File: src/rtl/pulse_defs.vh
// State codes for the edge-pulse FSM. Other pulse-train blocks and benches include
// this header so that everyone uses the same encoding.
`ifndef PULSE_DEFS_VH
`define PULSE_DEFS_VH
`define ST_IDLE 2'd0
`define ST_HIGH 2'd1
`define ST_LOW  2'd2
`endif

File: src/rtl/edge_pulse_gen_pkg.sv
// Shared types and helpers for the edge pulse generator. The state encoding
// comes from pulse_defs.vh.
`include "pulse_defs.vh"

package edge_pulse_gen_pkg;

    typedef enum logic [1:0] {
        S_IDLE = `ST_IDLE,
        S_HIGH = `ST_HIGH,
        S_LOW  = `ST_LOW
    } state_t;

    function automatic int max2(input int a, input int b);
        return (a > b) ? a : b;
    endfunction

endpackage

File: src/rtl/edge_pulse_gen_timer.sv
// Phase timer: it loads at phase entry, then counts down to zero and holds there.
// done_o marks the last cycle of the current phase.
module pulse_timer #(
    parameter int TW = 2
) (
    input  logic          clk,
    input  logic          rst,
    input  logic          load_i,
    input  logic [TW-1:0] load_val_i,
    output logic          done_o
);

    logic [TW-1:0] count_q;
    logic [TW-1:0] count_d;

    // A count at zero holds at zero, so the timer never wraps.
    always_comb begin
        count_d = count_q;
        if (load_i) begin
            count_d = load_val_i;
        end else if (count_q != '0) begin
            count_d = count_q - 1'b1;
        end
    end

    always_ff @(posedge clk) begin
        if (rst) begin
            count_q <= '0;
        end else begin
            count_q <= count_d;
        end
    end

    assign done_o = (count_q == '0);

endmodule

File: src/rtl/edge_pulse_gen.sv
// Converts single-cycle trigger requests into rectangular pulses on y_out.
// Requests that arrive while a pulse is in flight are queued in a saturating counter.
module edge_pulse_gen
    import edge_pulse_gen_pkg::*;
#(
    parameter int HIGH_CYCLES = 3,
    parameter int LOW_CYCLES  = 2,
    parameter int PEND_W      = 2
) (
    input  logic              clk,
    input  logic              rst,
    input  logic              trig,
    output logic              y_out,
    output logic              busy,
    output logic [PEND_W-1:0] pending,
    output logic              overflow
);

    if (HIGH_CYCLES < 1) begin : g_bad_high
        $error("edge_pulse_gen: HIGH_CYCLES must be >= 1");
    end
    if (LOW_CYCLES < 1) begin : g_bad_low
        $error("edge_pulse_gen: LOW_CYCLES must be >= 1");
    end
    if (PEND_W < 1) begin : g_bad_pend
        $error("edge_pulse_gen: PEND_W must be >= 1");
    end

    localparam int TW = $clog2(max2(HIGH_CYCLES, LOW_CYCLES)) + 1;
    localparam logic [TW-1:0] HI_LOAD = TW'(HIGH_CYCLES - 1);
    localparam logic [TW-1:0] LO_LOAD = TW'(LOW_CYCLES - 1);
    localparam logic [PEND_W-1:0] PEND_MAX = {PEND_W{1'b1}};

    state_t            state_q, state_d;
    logic              y_out_q, busy_q, overflow_q;
    logic [PEND_W-1:0] pending_q, pending_d;
    logic              tmr_load, tmr_done, start, drop, inc, dec;
    logic [TW-1:0]     tmr_val;

    pulse_timer #(.TW(TW)) u_timer (
        .clk       (clk),
        .rst       (rst),
        .load_i    (tmr_load),
        .load_val_i(tmr_val),
        .done_o    (tmr_done)
    );

    always_comb begin
        state_d  = state_q;
        tmr_load = 1'b0;
        tmr_val  = '0;
        start    = 1'b0;
        case (state_q)
            S_IDLE: begin
                if (trig) begin
                    state_d  = S_HIGH;
                    tmr_load = 1'b1;
                    tmr_val  = HI_LOAD;
                    start    = 1'b1;
                end
            end
            S_HIGH: begin
                if (tmr_done) begin
                    state_d  = S_LOW;
                    tmr_load = 1'b1;
                    tmr_val  = LO_LOAD;
                end
            end
            S_LOW: begin
                // The last low cycle chains straight into the next pulse when work is waiting.
                if (tmr_done) begin
                    if (pending_q != '0 || trig) begin
                        state_d  = S_HIGH;
                        tmr_load = 1'b1;
                        tmr_val  = HI_LOAD;
                        start    = 1'b1;
                    end else begin
                        state_d = S_IDLE;
                    end
                end
            end
            default: state_d = S_IDLE;
        endcase
    end

    always_comb begin
        inc       = trig && !start;
        dec       = start && !trig;
        pending_d = pending_q;
        drop      = 1'b0;
        if (inc && !dec) begin
            if (pending_q == PEND_MAX) begin
                drop = 1'b1;
            end else begin
                pending_d = pending_q + 1'b1;
            end
        end else if (dec && !inc) begin
            pending_d = pending_q - 1'b1;
        end
    end

    always_ff @(posedge clk) begin
        if (rst) begin
            state_q    <= S_IDLE;
            y_out_q    <= 1'b0;
            busy_q     <= 1'b0;
            pending_q  <= '0;
            overflow_q <= 1'b0;
        end else begin
            state_q    <= state_d;
            y_out_q    <= (state_d == S_HIGH);
            busy_q     <= (state_d != S_IDLE);
            pending_q  <= pending_d;
            overflow_q <= overflow_q | drop;
        end
    end

    assign y_out    = y_out_q;
    assign busy     = busy_q;
    assign pending  = pending_q;
    assign overflow = overflow_q;

endmodule

File: config.mk
export PLATFORM = sky130hd
export DESIGN_NAME = edge_pulse_gen
export DESIGN_NICKNAME = d
export VERILOG_FILES = /design/src/rtl/edge_pulse_gen_pkg.sv /design/src/rtl/edge_pulse_gen_timer.sv /design/src/rtl/edge_pulse_gen.sv
export VERILOG_INCLUDE_DIRS = /design/src /design/src/rtl
export SDC_FILE = /design/constraint.sdc
export NUM_CORES = 1
export LEC_CHECK = 0
export BUFFER_PORTS_ARGS = -buffer_cell sky130_fd_sc_hd__buf_2
export CAP_MARGIN = 5
export CORE_AREA = 2 2 39 41
export CTS_BUF_LIST = sky130_fd_sc_hd__clkbuf_8
export DETAILED_ROUTE_END_ITERATION = 10
export DIE_AREA = 0 0 41 43
export PLACE_DENSITY = 0.56
export SKIP_CTS_REPAIR_TIMING = 1
export SLEW_MARGIN = 25
export SYNTH_ARGS = -nofsm -noshare
export SYNTH_HDL_FRONTEND = slang
export SYNTH_SLANG_ARGS = --single-unit
File: constraint.sdc
create_clock -name clk -period 2.2 [get_ports clk]
set_input_delay 0.44 -clock clk [delete_from_list [all_inputs] [get_ports clk]]
set_output_delay 0.44 -clock clk [all_outputs]
set_load 0.02 [all_outputs]
==> flow_metrics.tcl <==
set metrics [dict create \
    outcome "completed" \
    reg2reg_to "pending[0]" \
    grt-busiest-layer "met1" \
    period_share 0.787 \
    final_hold_viol_count 0 \
    grt_max_degree 15 \
    grt_use_met1 0.211 \
    ios 8 \
    grt_pass1_vias 391 \
    end_kind "flop" \
    drv_cap 0 \
    setup_viol 0 \
    crit_type "reg -> reg" \
    yosys_register_bits 10 \
    detail_route.wl_per_cell_um 11.1 \
    tightest_slew_ns 0.386 \
    grt_overflow 0 \
    avgSynthCellArea_um2 8.21 \
    synth_compound_area_frac 0.233 \
    wl_um 973 \
    detail_route.iter0.violations 8 \
    dieArea_um2 1760 \
    synth_cells 64 \
    r2r_setup_slack_ns 0.47 \
    gp_congestion 0.757 \
    ir_worst_vdd_uv 484 \
    p_leak_uw 0.000274 \
    rows 14 \
    yosysUniqueCellTypes 25 \
    drc 0 \
    cts_root_buffer "clkbuf_8" \
    period_needed_ns 1.73 \
    r2r_start "u_timer.count_q[0]" \
    start_kind "flop" \
    use_met3 0.0471 \
    synth_edf_count 0 \
    clkSinkCount 10 \
    dp.cells 84 \
    fp.dieH_um 43 \
    grt_use_total 0.142 \
    max_freq_mhz 577 \
    grt_pass1_wl_um 1690 \
    synth.area.mux_share 0.0190 \
    synthArstFlopShare 0 \
    path_max_fanout 6 \
    ys_seq_area_frac 0.381 \
    synth_top_family_by_area "simple AND/OR/NAND/NOR gates" \
    vias 440 \
    antennaDiodeCount 0 \
    hold_path_class "reg -> reg" \
    die-width_um 41 \
    initial_utilization 0.380 \
    rr_worst_depth 7 \
    clk_pin_slew_ns 0.05 \
    cts_tree "built" \
    cp-startpoint "u_timer.count_q[0]" \
    antenna_found_initial 0 \
    use_met2 0.172 \
    clk_latency_ns 0.23 \
    slew_viol_final 0 \
    cp.arrival_ns 1.85 \
    dr.pass1.iters 4 \
    vias_per_cell 5.00 \
    ant_nets 0 \
    drive_gt1_frac 0.236 \
    final_cells 88 \
    synth_warnings 0 \
    hpwlAfterDp_um 670 \
    cts_buffer_depth 2 \
    synth-simple-area-share 0.240 \
    finClkSkew_ns 0.00245 \
    area_growth_pct 18.6 \
    power.density_nw_per_um2 1290 \
    worstSetupEndpoint "pending[0]" \
    cp.required_ns 2.32 \
    synthAdderAreaFrac 0.0476 \
    htree_levels 1 \
    grt_setup_unrepaired "false" \
    portBuffers 7 \
    max-slew-margin-rel 0.742 \
    synth_flop_cell "dfxtp_1" \
    setup_tns_ns 0 \
    synthXorXnorAreaFrac 0.0333 \
    cts_made_buffers 3 \
    nNetsFinal 78 \
    core_area_um2 1380 \
    synth_fp_nets 69 \
    synth_area_um2 526 \
]
power breakdown:
part	internal [µW]	leakage (µW)	switching [µW]
clock network	157	0.0000288	73.9
logic	131	0.000163	173
registers	225	0.0000824	44.2
total	514	0.000274	291
cell usage in the layout (no fill, tap or decap):
cell type and n:
inv_1 3, a21oi_2 1, buf_2 7, nand2_1 4, o21ba_2 1, nor2b_1 1
o211a_1 2, o21ai_0 4, nand3_1 2, clkbuf_8 4, dfxtp_1 10, a21oi_1 6
and2b_1 1, a211oi_1 1, a2111oi_0 1, nor3_1 4, mux2i_1 1, xnor2_1 2
or4b_1 1, nand2b_4 1, a21o_2 2, ha_1 2, nor2_1 10, or2_2 1
per-layer routing:
layer  routed length (µm)  up-vias
li1                     -      236
met5                    0        -
met2                  442        4
met4                   14        0
met1                  492      198
met3                   24        2
sequential cells by signal, summed over array words and instances, names as in the netlist:
signal,count
pending,2
state_q,2
overflow,1
y_out,1
busy,1
u_timer.count_q,3
how the worst min path moves through the flow:
stage,from,endpoint,slack (ns),cells past startpoint
floorplan,u_timer.count_q[0],u_timer.count_q[0],0.46,1
global placement,overflow,overflow,0.46,1
detailed placement,overflow,overflow,0.47,1
CTS,overflow,overflow,0.48,1
global route,overflow,overflow,0.49,1
finish,overflow,overflow,0.48,1
cells in the mapped netlist (2+ instances only):
| library cell | instances | area, µm² |
|---|---|---|
| a21oi_1 | 6 | 30.0 |
| dfxtp_1 | 10 | 200 |
| nor3_1 | 4 | 20.0 |
| ha_1 | 2 | 25.0 |
| a21o_2 | 2 | 17.5 |
| nor2_1 | 10 | 37.5 |
| nand2_1 | 4 | 15.0 |
| o211a_1 | 2 | 20.0 |
| inv_1 | 3 | 11.3 |
| o21ai_0 | 4 | 20.0 |
| xnor2_1 | 2 | 17.5 |
| nand3_1 | 2 | 10.0 |
stage by stage:
stage	total power, µW	cell area, µm²	utilization	setup WS (ns)	hold WS (ns)
after floorplan	518	526	-	0.585	0.457
after global placement	578	568	0.410	0.514	0.463
after detailed placement	576	568	0.410	0.496	0.468
after CTS	809	623	0.450	0.458	0.482
after global routing	872	623	0.450	0.336	0.493
final	804	623	0.450	0.468	0.485
cell type report:
class,instances,area (µm²)
fill,140,761
multi-input combinational,48,302
sequential,10,200
clock buffer,4,55.1
timing repair buffer,7,35.0
tap,16,20.0
inverter,3,11.3
critical path, cell delays in order, from the launching register on:
cell and delay (ns):
dfxtp_1 0.31, inv_1 0.08, ha_1 0.23, nand2b_4 0.09
or4b_1 0.49, a21oi_2 0.21, xnor2_1 0.15, nor2_1 0.06
cells by family after synthesis:
group | after synthesis
flops | 10
simple gates | 25
compound gates | 18
buf+inv | 6
xor+xnor | 2
fa+ha+maj | 2
mux | 1
Power figures use the tool's default switching activity.
